`src/rtl/motion_code_vlc_decoder.sv`:
```
// MPEG-2 motion_code VLC decoder: table lookup on an 11-bit window,
// registered signed code and consumed-bit count.
module motion_code_vlc_decoder (
  input  logic        clk,
  input  logic        rst,
  input  logic [10:0] buffer,
  input  logic        in_valid,
  output logic [4:0]  outshift,
  output logic [4:0]  mcode
);

  logic [8:0] c;
  logic [3:0] li;
  logic       zero;
  logic       short_r;
  logic       med_r;
  logic       long_r;

  assign c    = buffer[9:1];
  // c is 12..23 in the long range, so the low nibble of c-12 is exact
  assign li   = c[3:0] - 4'd12;
  assign zero = buffer[10];

  assign short_r = !zero && (c >= 9'd64);
  assign med_r   = !zero && (c <  9'd64) && (c >= 9'd24);
  assign long_r  = !zero && (c <  9'd24) && (c >= 9'd12);

  logic [4:0] val;
  logic [3:0] len;

  always_comb begin
    val = 5'd0;
    len = 4'd0;
    unique case (1'b1)
      short_r: begin
        case (c[8:6])
          3'd1: begin
            val = 5'd3;
            len = 4'd3;
          end
          3'd2, 3'd3: begin
            val = 5'd2;
            len = 4'd2;
          end
          default: begin
            val = 5'd1;
            len = 4'd1;
          end
        endcase
      end
      med_r: begin
        case (c[8:3])
          6'd3: begin
            val = 5'd7;
            len = 4'd6;
          end
          6'd4: begin
            val = 5'd6;
            len = 4'd6;
          end
          6'd5: begin
            val = 5'd5;
            len = 4'd6;
          end
          default: begin
            val = 5'd4;
            len = 4'd5;
          end
        endcase
      end
      long_r: begin
        case (li)
          4'd0: begin
            val = 5'd16;
            len = 4'd9;
          end
          4'd1: begin
            val = 5'd15;
            len = 4'd9;
          end
          4'd2: begin
            val = 5'd14;
            len = 4'd9;
          end
          4'd3: begin
            val = 5'd13;
            len = 4'd9;
          end
          4'd4: begin
            val = 5'd12;
            len = 4'd9;
          end
          4'd5: begin
            val = 5'd11;
            len = 4'd9;
          end
          4'd6, 4'd7: begin
            val = 5'd10;
            len = 4'd8;
          end
          4'd8, 4'd9: begin
            val = 5'd9;
            len = 4'd8;
          end
          default: begin
            val = 5'd8;
            len = 4'd8;
          end
        endcase
      end
      default: begin
        val = 5'd0;
        len = 4'd0;
      end
    endcase
  end

  logic [3:0] spos;
  logic       sgn;
  logic       hit;
  logic [4:0] mc_n;
  logic [4:0] os_n;

  // Sign bit sits right after the len code bits that follow buffer[10]
  assign spos = 4'd9 - len;
  assign sgn  = buffer[spos];
  assign hit  = |len;

  // Zero and invalid codes both consume just the first bit
  assign mc_n = !hit ? 5'd0 :
                sgn  ? (~val + 5'd1) : val;
  assign os_n = hit ? ({1'b0, len} + 5'd2) : 5'd1;

  always_ff @(posedge clk) begin
    if (!rst) begin
      outshift <= 5'd0;
      mcode    <= 5'd0;
    end else if (in_valid) begin
      outshift <= os_n;
      mcode    <= mc_n;
    end
  end

endmodule

```
`config.mk`:
```
export PLATFORM = sky130hd
export DESIGN_NAME = motion_code_vlc_decoder
export DESIGN_NICKNAME = d
export VERILOG_FILES = /design/src/rtl/motion_code_vlc_decoder.sv
export SDC_FILE = /design/constraint.sdc
export NUM_CORES = 1
export LEC_CHECK = 0
export ABC_AREA = 1
export BUFFER_PORTS_ARGS = -buffer_cell sky130_fd_sc_hd__clkbuf_2
export CELL_PAD_IN_SITES_DETAIL_PLACEMENT = 2
export CELL_PAD_IN_SITES_GLOBAL_PLACEMENT = 2
export CORE_ASPECT_RATIO = 0.7
export CORE_MARGIN = 10
export CORE_UTILIZATION = 31
export CTS_CLUSTER_DIAMETER = 80
export DETAILED_ROUTE_END_ITERATION = 8
export PLACE_DENSITY = 0.87
export SYNTH_ARGS = -nofsm -noshare
export SYNTH_HDL_FRONTEND = slang
export SYNTH_SLANG_ARGS = --single-unit
```
`constraint.sdc`:
```
create_clock -name clk -period 3.9 [get_ports clk]
set_input_delay 0.585 -clock clk [delete_from_list [all_inputs] [get_ports clk]]
set_output_delay 0.585 -clock clk [all_outputs]
set_load 0.005 [all_outputs]
```
==> results.md <==
* Outcome: completed
* Antenna violations before repair at 0
* TritonCTS clock tree: yes
* Die area at 6140 um^2
* Largest net degree at the start of global routing at 9
* Crit path from: buffer[4]
* Vias at approximately 1200
* R2R Path End: mcode[1]
* CP max stage delay at between 0.3 and 0.4 ns
* Reg2Reg Depth at 2
* Vias in the first global route at 1274
* RD Place Congestion at 0.896
* Synth Area in XOR/XNOR at 0.00836
* Slew Viols, Final at 0
* Post-route setup slack at between 1 and 1.5 ns
* Reg-to-Reg Start: mcode[1]
* Top delay family on crit path: simple AND/OR/NAND/NOR gates
* Largest family of logic cells by synthesized area: simple AND/OR/NAND/NOR gates
* Worst slew margin at 0.637
* Synthesized cell area at 1050 um^2
* Post-Synth Adder-Cell Area at 0.0956
* Gr usage total at 0.138
* Crit-path cells: clkbuf_2 > nand2_1 > inv_1 > nand3_1 > nand2_2 > nor2_4 > inv_2 > a21oi_4 > ha_1 > inv_1 > nand3_1 > o21bai_4 > nand2_2 > nor2_1 > o21bai_2
* CP endpoint kind: flip-flop
* Endpoints failing setup at 0
* Mapped Cells at 151
* Clock sinks at 10
* CTS root buf: clkbuf_8
* Synth Area per Inst at about 6.9 um^2
* PortBufs at 23
* Synth Area in Compound Gates at 0.192
* WL per Instance at 17.9 um
* Crit path to: mcode[1]
* Die height at 68.6 um
* Synth warnings at 0
* Die width at 89.5 um
* Final worst path period need at 2.65 ns
* Worst Path Buf+Inv at 4
* Critical Path AT at 2.78 ns
* Number of synthesized register bits at 10
* # nets final at about 200
* Pre-CTS setup slack at 1.06 ns
* DR DRC count at 0
* Crit path kind: input pin to flip-flop
* R2R setup slack at around 3.2 ns
* Initial Util at 0.328
* Syn_nets at 173
* CP Max Fanout at 7
* # diodes at 0
* Drt first pass iters at 4
* Post-synthesis mux area share at 0
* Post-DRT Antenna Nets at 0
* Setup crit start kind: input pin
* Post-Route WL at around 3900 um
* Max cap viols at 0
* Std cell rows at 17
* DRT iter0 DRCs at 58
* Worst-skew pair later-pin latency at 0.24 ns
* Hold WC Path Type: flip-flop to flip-flop
* Reg clk slew, reported paths at about 0.050 ns
* Unrepaired setup endpoints after global routing: no
* Post-synthesis simple-gate area fraction at 0.437
* Highest Clock Rate at between 300 and 400 MHz
* Grt total ovfl at 0
* Worst vdd ir at a little over 0.09 mV
* Placed wire-length estimate at 3290 um
* Share of the yosys chip area belonging to registers at 0.191
* Cell variety after synth at 30
* Hold buffer count at cts at 0
* P_leak at approximately 0.62 nW
* CP Depth at 15
* H-tree levels at 1
* First-pass GRT wire length at 6630 um
* Core Region at 3190 um^2
* Worst EP required at 4.03 ns
* Via density at 5.40
* Clk_skew at 0 ns
* Post-CTS Resized at 0
* Final period utilization at 0.679
* Post-CTS Setup Bufs at 0
* Slew @ Worst Pin at 0.541 ns
* Setup_tns at 0 ns
* Slowest cell on the critical path: ha_1
* Num CTS Buffers at 3
* Io pins at 24
* Bufs on Longest Clock Path at 2
* Final hold violation count at 0
* Syn-to-layout area delta at 20.8%
* Hold depth at 2
* Layout cells sized above 1 at 0.287
* Cell Pwr Density at about 280 nW/um^2
power breakdown:
group	switching, mW	leakage [nW]	total [mW]	internal, mW
clock	0.0469	0.0288	0.136	0.0893
sequential	0.00217	0.0814	0.109	0.107
combinational	0.0718	0.514	0.109	0.0374
per-layer routing:
layer	wire (um)	share of wire	GRT usage	up-vias
met5	0	0	0	-
met4	67	0.017	0.0474	0
met3	176	0.045	0.0316	7
met2	1770	0.46	0.221	27
met1	1860	0.48	0.180	563
li1	-	-	-	570
worst register-to-register path, stage by stage, from the launching register on:
cell	delay, ns
dfxtp_1	0.30
nor3b_1	0.13
o21bai_2	0.18
cell type report:
type	count	area, um^2
Clock buffer	4	55.1
Fill cell	392	1930
Inverter	21	78.8
Multi-Input combinational cell	120	768
Sequential cell	10	200
Tap cell	38	47.5
Timing Repair Buffer	23	115
metrics by stage:
stage / power [mW] / utilization / instance area [um^2] / hold WS, ns / cells
after floorplan: 0.180 / - / 1050 / 0.426 / 151
after global placement: 0.212 / 0.379 / 1210 / 0.417 / 212
after detailed placement: 0.220 / 0.379 / 1210 / 0.436 / 212
after CTS: 0.361 / 0.396 / 1260 / 0.445 / 216
after global routing: 0.380 / 0.396 / 1260 / 0.477 / 216
final: 0.354 / 0.396 / 1260 / 0.436 / 216
worst min path at each step:
stage                startpoint     endpoint  slack [ns]
detailed placement  outshift[4]  outshift[4]        0.44
floorplan           outshift[4]  outshift[4]        0.43
global route        outshift[4]  outshift[4]        0.48
finish              outshift[4]  outshift[4]        0.44
CTS                 outshift[4]  outshift[4]        0.44
global placement    outshift[4]  outshift[4]        0.42
cell usage in the layout (no fill, tap or decap), types with 5 or more instances in the layout:
cell type  synthesis  final
inv_1             17     17
nand4_1            8      8
ha_1               8      8
dfxtp_1           10     10
o21ai_0            5      5
nand3_1           19     19
a21oi_1            5      5
clkbuf_2           0     23
nand2_1           31     31
nor2_1            12     12
synth_stat cells (all sizes together):
library cell	number	area, um^2
o22ai	2	18.8
nor2	16	80.1
xor2	1	8.76
o211ai	1	7.51
nor3b	1	7.51
o21bai	2	30.0
o21ai	7	35.0
o31ai	2	15.0
nand4	8	50.1
dfxtp	10	200
ha	8	100
nand3b	1	7.51
a32o	2	20.0
a21oi	7	57.6
nand2	36	153
nand3	24	160
a31oi	1	6.26
o221a	1	11.3
inv	21	78.8
cells by family (layout without fill, tap and decap cells):
| family | after synthesis | after routing |
|---|---|---|
| buffers and inverters | 21 | 48 |
| DFF | 10 | 10 |
| AOI/OAI and AO/OA | 25 | 25 |
| adders and majority gates | 8 | 8 |
| and+or+nand+nor | 86 | 86 |
| xor gates and xnor gates | 1 | 1 |
sequential cells by signal, summed over array words and instances (netlist names):
signal / flops
mcode: 5
outshift: 5
No activity file was read; power rests on OpenSTA's default activity.
